--- src/rtl/lstm_pkg.sv ---
// Shared Q5.26 constants and the h-gate FSM state type for the LSTM datapath.
package lstm_pkg;

    localparam int W     = 32;
    localparam int FRAC  = 26;
    localparam int DEPTH = 8;
    localparam int AW    = 3;

    localparam logic [W-1:0] ONE  = 32'h0400_0000;
    localparam logic [W-1:0] QMAX = 32'h7FFF_FFFF;
    localparam logic [W-1:0] QMIN = 32'h8000_0000;

    typedef enum logic [2:0] {
        ST_IDLE,
        ST_OGWAIT,
        ST_SETTLE,
        ST_MUL,
        ST_WRITE,
        ST_ACK
    } hgate_state_t;

endpackage

--- src/rtl/lstm_hgate_if.sv ---
// Bus between the tanh stage / output-gate source / buffer reader and lstm_hgate.
interface lstm_hgate_if;
    import lstm_pkg::*;

    // tanh_en/comp: level handshake; comp rises once the result is written and stays
    // high until tanh_en falls. og_valid/og_ready: og_ready pulses for the capture cycle.
    logic [W-1:0]  tanh_in;
    logic          tanh_en;
    logic          comp;
    logic [W-1:0]  og_in;
    logic          og_valid;
    logic          og_ready;
    logic [W-1:0]  h_out;
    logic          h_valid;
    logic [AW-1:0] h_idx;
    logic          frame_done;
    logic [AW-1:0] rd_addr;
    logic [W-1:0]  rd_data;

    modport master (
        output tanh_in, tanh_en, og_in, og_valid, rd_addr,
        input  comp, og_ready, h_out, h_valid, h_idx, frame_done, rd_data
    );

    modport slave (
        input  tanh_in, tanh_en, og_in, og_valid, rd_addr,
        output comp, og_ready, h_out, h_valid, h_idx, frame_done, rd_data
    );

endinterface

--- src/rtl/q526_mul_sat.sv ---
// Registered Q5.26 multiply with saturation back to Q5.26.
// HGATE_ROUND_EN selects round half-up; otherwise the product truncates toward -inf.
module q526_mul_sat
    import lstm_pkg::*;
(
    input  logic         clk,
    input  logic         i_load,
    input  logic [W-1:0] i_a,
    input  logic [W-1:0] i_b,
    output logic [W-1:0] o_res
);

    localparam logic [2*W-1:0] HALF = {{(2*W-1){1'b0}}, 1'b1} << (FRAC-1);

    logic signed [2*W-1:0] w_a;
    logic signed [2*W-1:0] w_b;
    logic signed [2*W-1:0] r_prod;
    logic [2*W-1:0]        w_adj;
    logic [W-FRAC:0]       w_top;

    assign w_a = {{W{i_a[W-1]}}, i_a};
    assign w_b = {{W{i_b[W-1]}}, i_b};

    always_ff @(posedge clk) begin
        if (i_load) begin
            r_prod <= w_a * w_b;
        end
    end

`ifdef HGATE_ROUND_EN
    assign w_adj = r_prod + HALF;
`else
    assign w_adj = r_prod;
`endif

    // Everything above the kept sign bit must match it, else the result overflowed.
    assign w_top = w_adj[2*W-1:FRAC+W-1];

    always_comb begin
        o_res = w_adj[FRAC+W-1:FRAC];
        if (!((&w_top) || !(|w_top))) begin
            o_res = w_adj[2*W-1] ? QMIN : QMAX;
        end
    end

endmodule

--- src/rtl/lstm_hgate.sv ---
// h = og * tanh(c) stage: pairs each tanh result with an output-gate value and fills
// a DEPTH-entry hidden-state buffer. Rounding mode selected by HGATE_ROUND_EN.
module lstm_hgate
    import lstm_pkg::*;
(
    input  logic         clk,
    input  logic         rst,
    input  logic         locked,
    lstm_hgate_if.slave  bus,
    output hgate_state_t o_state
);

    localparam logic [AW-1:0] LAST = AW'(DEPTH-1);

    hgate_state_t  r_state;
    logic [W-1:0]  r_og;
    logic [W-1:0]  r_tanh;
    logic [AW-1:0] r_wp;
    logic          r_comp;
    logic          r_og_ready;
    logic [W-1:0]  r_h_out;
    logic          r_h_valid;
    logic [AW-1:0] r_h_idx;
    logic          r_frame_done;
    logic [W-1:0]  r_rd_data;
    logic [W-1:0]  r_buf [DEPTH];

    logic          w_clr;
    logic          w_load;
    logic          w_wr;
    logic [W-1:0]  w_res;

    assign w_clr  = !rst || locked;
    assign w_load = (r_state == ST_MUL);
    assign w_wr   = !w_clr && (r_state == ST_WRITE);

    q526_mul_sat u_mul (
        .clk    (clk),
        .i_load (w_load),
        .i_a    (r_og),
        .i_b    (r_tanh),
        .o_res  (w_res)
    );

    // Buffer is deliberately not cleared by reset; reads see pre-write data.
    always_ff @(posedge clk) begin
        if (w_wr) begin
            r_buf[r_wp] <= w_res;
        end
    end

    always_ff @(posedge clk) begin
        if (w_clr) begin
            r_state      <= ST_IDLE;
            r_og         <= '0;
            r_tanh       <= '0;
            r_wp         <= '0;
            r_comp       <= 1'b0;
            r_og_ready   <= 1'b0;
            r_h_out      <= '0;
            r_h_valid    <= 1'b0;
            r_h_idx      <= '0;
            r_frame_done <= 1'b0;
            r_rd_data    <= '0;
        end else begin
            r_og_ready   <= 1'b0;
            r_h_valid    <= 1'b0;
            r_frame_done <= 1'b0;
            r_rd_data    <= r_buf[bus.rd_addr];
            case (r_state)
                ST_IDLE: begin
                    if (bus.tanh_en) r_state <= ST_OGWAIT;
                end
                ST_OGWAIT: begin
                    if (bus.og_valid) begin
                        r_og       <= bus.og_in;
                        r_og_ready <= 1'b1;
                        r_state    <= ST_SETTLE;
                    end
                end
                // tanh_en must still be high: the tanh sign correction lands a cycle late.
                ST_SETTLE: begin
                    if (bus.tanh_en) begin
                        r_tanh  <= bus.tanh_in;
                        r_state <= ST_MUL;
                    end else begin
                        r_state <= ST_IDLE;
                    end
                end
                ST_MUL: begin
                    r_state <= ST_WRITE;
                end
                ST_WRITE: begin
                    r_h_out   <= w_res;
                    r_h_idx   <= r_wp;
                    r_h_valid <= 1'b1;
                    r_comp    <= 1'b1;
                    r_state   <= ST_ACK;
                end
                ST_ACK: begin
                    if (!bus.tanh_en) begin
                        r_comp       <= 1'b0;
                        r_frame_done <= (r_wp == LAST);
                        r_wp         <= (r_wp == LAST) ? '0 : r_wp + 1'b1;
                        r_state      <= ST_IDLE;
                    end
                end
                default: r_state <= ST_IDLE;
            endcase
        end
    end

    assign bus.comp       = r_comp;
    assign bus.og_ready   = r_og_ready;
    assign bus.h_out      = r_h_out;
    assign bus.h_valid    = r_h_valid;
    assign bus.h_idx      = r_h_idx;
    assign bus.frame_done = r_frame_done;
    assign bus.rd_data    = r_rd_data;
    assign o_state        = r_state;

endmodule
--- src/flat_wrapper.sv ---
// flat-port wrapper written by rule: the top's interface ports become plain ports
module lstm_hgate_flat import lstm_pkg::*;
  (clk, rst, locked, o_state, bus_tanh_in, bus_tanh_en, bus_og_in, bus_og_valid, bus_rd_addr, bus_comp, bus_og_ready, bus_h_out, bus_h_valid, bus_h_idx, bus_frame_done, bus_rd_data);
  lstm_hgate_if bus_i ();
  input  logic clk;
  input  logic rst;
  input  logic locked;
  output hgate_state_t o_state;
  input wire logic [$bits(bus_i.tanh_in)-1:0] bus_tanh_in;
  input wire logic [$bits(bus_i.tanh_en)-1:0] bus_tanh_en;
  input wire logic [$bits(bus_i.og_in)-1:0] bus_og_in;
  input wire logic [$bits(bus_i.og_valid)-1:0] bus_og_valid;
  input wire logic [$bits(bus_i.rd_addr)-1:0] bus_rd_addr;
  output wire logic [$bits(bus_i.comp)-1:0] bus_comp;
  output wire logic [$bits(bus_i.og_ready)-1:0] bus_og_ready;
  output wire logic [$bits(bus_i.h_out)-1:0] bus_h_out;
  output wire logic [$bits(bus_i.h_valid)-1:0] bus_h_valid;
  output wire logic [$bits(bus_i.h_idx)-1:0] bus_h_idx;
  output wire logic [$bits(bus_i.frame_done)-1:0] bus_frame_done;
  output wire logic [$bits(bus_i.rd_data)-1:0] bus_rd_data;
  assign bus_i.tanh_in = bus_tanh_in;
  assign bus_i.tanh_en = bus_tanh_en;
  assign bus_i.og_in = bus_og_in;
  assign bus_i.og_valid = bus_og_valid;
  assign bus_i.rd_addr = bus_rd_addr;
  assign bus_comp = bus_i.comp;
  assign bus_og_ready = bus_i.og_ready;
  assign bus_h_out = bus_i.h_out;
  assign bus_h_valid = bus_i.h_valid;
  assign bus_h_idx = bus_i.h_idx;
  assign bus_frame_done = bus_i.frame_done;
  assign bus_rd_data = bus_i.rd_data;
  lstm_hgate u_core (.clk(clk), .rst(rst), .locked(locked), .bus(bus_i), .o_state(o_state));
endmodule
--- config.mk ---
export PLATFORM = sky130hd
export DESIGN_NAME = lstm_hgate_flat
export DESIGN_NICKNAME = d
export VERILOG_FILES = /design/src/rtl/lstm_pkg.sv /design/src/rtl/lstm_hgate_if.sv /design/src/rtl/q526_mul_sat.sv /design/src/rtl/lstm_hgate.sv /design/src/flat_wrapper.sv
export SDC_FILE = /design/constraint.sdc
export NUM_CORES = 2
export LEC_CHECK = 0
export ABC_AREA = 1
export CAP_MARGIN = 25
export CELL_PAD_IN_SITES_DETAIL_PLACEMENT = 0
export CELL_PAD_IN_SITES_GLOBAL_PLACEMENT = 1
export CORE_ASPECT_RATIO = 0.8
export CORE_MARGIN = 2
export CORE_UTILIZATION = 40
export CTS_CLUSTER_SIZE = 24
export DETAILED_ROUTE_END_ITERATION = 10
export PLACE_DENSITY_LB_ADDON = 0.1
export SLEW_MARGIN = 40
export SYNTH_ARGS = -nofsm -noshare
export SYNTH_HDL_FRONTEND = slang
export SYNTH_HIERARCHICAL = 1
export SYNTH_SLANG_ARGS = --single-unit
--- constraint.sdc ---
create_clock -name clk -period 9.9 [get_ports clk]
set_input_delay 1.98 -clock clk [delete_from_list [all_inputs] [get_ports clk]]
set_output_delay 1.98 -clock clk [all_outputs]
set_load 0.02 [all_outputs]
Word-level counts from Yosys, hierarchy flattened
Memory sizes are Yosys's and may differ from the RTL's. A register that Yosys moved wholly into a read port is not among the register bits.
Cells that the tools add are included.

word-level totals
  flip-flop bits (word level) = 173
  bits in latches = 0
  bits in writable memories = 256
  ROM bits = 0
  bits of input ports = 72
  output and inout bits = 74
  logic and storage cells = 57
  memories = 1

operators by class
  add/subtract/negate cells = 1
  multipliers = 1
  divide/modulo/power cells = 0
  order comparisons = 0
  equal/unequal tests = 9
  shift-type cells = 0
  multiplexer cells = 14
  bitwise gates (word level) = 3
  reduce and logical (&&, ||, !) cells = 17

memory list
  name          words  bits a word  rd ports  clocked after Yosys merged registers in  wr ports  line              text
  u_core.r_buf  8      32           1         1                                        1         lstm_hgate.sv:26  logic [W-1:0] r_buf [DEPTH];

operators by type and width
  kind                                                              number
  32-bit by 32-bit multiplier with 64-bit output                    1
  32-bit two-way mux                                                2
  3-bit case mux with 6 select lines                                1
  3-bit two-way mux                                                 4
  3-bit == test (second input constant)                             3
  2-bit AND reduction                                               4
  7-bit AND reduction                                               1
  7-bit OR reduction                                                1
  3-bit by 2-bit == test with 1-bit output (second input constant)  2
  2-bit != test (second input constant)                             3
  1-bit two-way mux                                                 5
  3-bit by 1-bit adder with 3-bit output (second input constant)    1
  3-bit by 1-bit == test with 1-bit output (second input constant)  1
  1-bit zero test                                                   3
  3-bit zero test                                                   1
  1-bit inverter                                                    3
  3-bit AND reduction                                               1
  3-bit OR reduction                                                1
  1-bit logical OR                                                  2
  2-bit two-way mux                                                 1
  1-bit case mux with 2 select lines                                1
  2-bit nonzero test                                                1
  2-bit OR reduction                                                1
  1-bit logical AND                                                 1

Depth between registers and ports, before layout
  depth after elaboration = 6
  mapped depth = 30
  mapped depth without buffers = 29

Hierarchy
Netlist, hierarchy kept.

by module, submodules not included
  module        times used  cells each  area an instance (um^2)  seq. area each (um^2)
  q526_mul_sat  1           5072        39696.8                  1141.1
  lstm_hgate    1           1582        15399.8                  10510.1

Worst setup path before layout
No wires, ideal clock.

  path kind = register to register
  from = register u_core.r_og[31]
  to = register u_core.u_mul.r_prod[49] (data pin)
  setup time = 0.252 ns
  arrival time = 6.912 ns
  data required time = 9.648 ns
  setup slack = 2.736 ns
  stages on the path, launching flop included = 29
  path buffers = 1
  clock period less this slack = 7.164 ns
  cells stage by stage = dfxtp_1 > clkbuf_1 > nand2_1 > inv_1 > fa_1 > inv_1 > fa_1 > inv_1 > fa_1 > fa_1 > inv_1 > fa_1 > inv_1 > fa_1 > fa_1 > inv_1 > fa_1 > inv_1 > ha_1 > nand2_1 > nor2_1 > inv_1 > nor2_1 > nand2_1 > inv_1 > nand2_1 > and2_1 > nand3_1 > nand2_1

between the ends
  longest elaborated chain between the ends = 1

RTL lines
  item                                            line                text
  start, declared                                 lstm_hgate.sv:16    logic [W-1:0] r_og;
  start signal, assigned                          lstm_hgate.sv:76    r_og <= bus.og_in;
  32-bit by 32-bit multiplier with 64-bit output  q526_mul_sat.sv:26  r_prod <= w_a * w_b;
  end signal, assigned                            q526_mul_sat.sv:26
  end, declared                                   q526_mul_sat.sv:17  logic signed [2*W-1:0] r_prod;

No other way between the ends.
A chain may end at the register's enable or synchronous reset.

Final worst setup path
  from = register u_core.r_og[31]
  to = register u_core.u_mul.r_prod[56] (data pin)

Same word-level chain as after synthesis.

==> results.yml <==
clock_network:
  numCtsBuffers: 52
  cts_root_buf: "clkbuf_16"
  cts_resized: 0
  cts_tree: "built"
  path_clk_slew_ns: 0.06
  post_cts_buffers: 0
  cts_max_level: 2
  cts_buffer_depth: 3
  ctsHoldBuffers: 0
  clk_latency_ns: 0.66
  cts_sinks: 435
timing:
  setup_tns_ns: 0
  slew_violations: 0
  clock_skew_ns: 0.0412
  fmax_mhz: 124
  final_hold_viol_count: 0
  finalCriticalPeriod_ns: 8.06
  maxSlewHeadroom: 0.448
  holdWs_ns: 0.477
  setup_viol: 0
  fin_crit_sh: 0.814
  rsz0062_at_grt: "false"
  worstMarginPinSlew_ns: 0.823
layout:
  fin_area_sq_um: 60400
  drive_gt1_frac: 0.0408
  area_delta_synth_final_pct: 9.64
  fin_nets: 8005
  final_common_cell: "nand2_1"
  layout_common_cells: "nand2_1 (1862), inv_1 (1846), fa_1 (1081)"
global_route:
  grt_max_degree: 113
  grt_pass1_wl_microns: 259000
  grt_util_all_layers: 0.243
  grt_pass1_vias: 42952
  overflow: 0
  antenna_found_initial: 7
drt:
  viasPerCell: 4.69
  totalWireLength_microns: 165000
  dr.pass1.iters: 8
  ant_nets: 0
  vias: 40168
  wire_per_inst_microns: 19.2
  drc_errors: 0
  drtIter0Drc: 2507
power:
  power_density_nw_per_um2: 69.7
  p_switching_mw: 1.02
  p_clk_frac: 0.484
  p_leak_nw: 32.6
  power.internal_mw: 3.19
  ir_worst_vdd_v: 0.000137
  switching_share: 0.242
  power_frac_seq: 0.461
  pwr-share-comb: 0.055
logic_synthesis:
  yosysWarnings: 6
  yosys_register_bits: 435
  synthCells: 6654
  netlist_top_cells_area: "fa_1 (39%), edfxtp_1 (16%), nand2_1 (13%)"
  syn_area_sq_um: 55100
  yosysSeqAreaShare: 0.211
  syn_area_per_cell_sq_um: 8.28
  ys_types: 40
  synth_top_cell_area_share: 0.393
  synth.largest_area_cell: "fa_1"
  synth_nets: 7989
flow_run:
  cap_violations: 0
critical_path:
  cp.arrival_ns: 8.48
  cp_max_fo: 25
  rrSetupSlack_ns: 1.84
  cp.required_ns: 10.32
  worst-setup-path-type: "reg -> reg"
  startpoint_type: "register"
  rr_endpoint: "u_core/u_mul/r_prod[56]"
  cp-startpoint: "u_core/r_og[31]"
  r2r_cells: 25
  rr_startpoint: "u_core/r_og[31]"
  end_kind: "register"
  worstSetupEndpoint: "u_core/u_mul/r_prod[56]"
floorplan:
  pin_count: 146
  core_area_sq_um: 136000
  die_h_microns: 336
  initial_core_util: 0.404
  dieArea_sq_um: 141000
  num_rows: 121
  fp.dieW_microns: 419
placed_design:
  port_buffers: 145
  dpl_cell_area_sq_um: 58600
  place_congestion: 0.913
  dp_hpwl_microns: 129000
worst_hold_path:
  holdPathStages: 2
  min-delay-start: "u_core/bus.h_idx[0]"
  min_path_type: "reg -> reg"
outcome:
  status: "complete, no violations"
[cell usage after synthesis, drive strengths merged]
cell    instances
edfxtp        294
o31ai           1
and2            2
nor4            2
and3            1
nand3         161
nor3           12
clkbuf        222
ha            182
a21oi          95
buf            59
fa           1081
nand3b          2
xnor2           5
dfxtp         141
a21o            2
inv          1869
nor2          435
o21bai          6
nand2        1870
or2             8
xor2           11
o21a            1
a31oi           1
nand4           9
o21ai         180
clkinv          2
[how the worst min path moves through the flow]
stage	end
after floorplan	u_core/r_wp[1]
after global placement	u_core/r_og[26]
after detailed placement	u_core/bus.h_idx[0]
after CTS	u_core/bus.h_idx[0]
after global routing	u_core/bus.h_idx[0]
final	u_core/bus.h_idx[0]
[layer usage]
layer	wire length, microns	GRT usage
met1	81200	0.364
met2	72200	0.377
met3	8900	0.0348
met4	2410	0.0420
met5	0	0
[critical path, stage by stage (launching register included)]
cell	delay [ns]
dfxtp_1	0.59
buf_4	0.38
nand2_1	0.20
fa_1	0.64
fa_1	0.45
inv_1	0.07
fa_1	0.45
fa_1	0.87
inv_1	0.40
fa_1	0.58
inv_1	0.05
fa_1	0.52
inv_1	0.05
fa_1	0.46
fa_1	0.51
inv_1	0.04
ha_1	0.43
nand2_1	0.14
nor2_1	0.11
inv_1	0.09
nor3_1	0.24
nand2_1	0.12
nor3_1	0.15
nand2_1	0.10
nand3_1	0.09
nand2_1	0.05
[power groups by stage]
stage	logic (mW)	clock network (mW)	registers, mW
3_5_place_dp	0.233	0	1.98
3_3_place_gp	0.232	0	1.98
6_report	0.231	2.04	1.94
5_1_grt	0.255	2.17	1.94
2_1_floorplan	0.121	0	1.98
4_1_cts	0.234	2.10	1.94
[kinds of logic after synthesis]
| group | synth area share |
|---|---|
| and+or+nand+nor | 0.177 |
| buffers and inverters | 0.149 |
| adders and majority gates | 0.434 |
| DFF | 0.211 |
| AOI/OAI and AO/OA | 0.0265 |
| xor gates and xnor gates | 0.00254 |
[sequential cells by signal, indices dropped and copies added (netlist names)]
| name | count |
|---|---|
| u_core/bus.comp | 1 |
| u_core/bus.frame_done | 1 |
| u_core/bus.h_idx | 3 |
| u_core/bus.h_out | 32 |
| u_core/bus.h_valid | 1 |
| u_core/bus.og_ready | 1 |
| u_core/bus.rd_data | 32 |
| u_core/o_state | 3 |
| u_core/r_buf | 256 |
| u_core/r_og | 32 |
| u_core/r_tanh | 32 |
| u_core/r_wp | 3 |
| u_core/u_mul/r_prod | 38 |
[per-stage QoR]
stage,total power [mW],instances,utilization,worst slack [ns]
floorplan,2.10,6654,-,2.74
global placement,2.21,8460,0.429,1.88
detailed placement,2.21,8461,0.430,1.81
CTS,4.28,8558,0.443,1.81
global route,4.36,8559,0.443,1.37
finish,4.21,8561,0.443,1.84
[layout make-up]
class,instances,area (sq um)
Fill cell,13684,76000
Multi-Input combinational cell,4067,35400
Sequential cell,435,11700
Inverter,1871,7030
Tap cell,1845,2310
Timing Repair Buffer,243,2210
Clock buffer,74,1560
Clock inverter,23,246
Antenna cell,3,7.51
(Power assumes the default switching activity.)
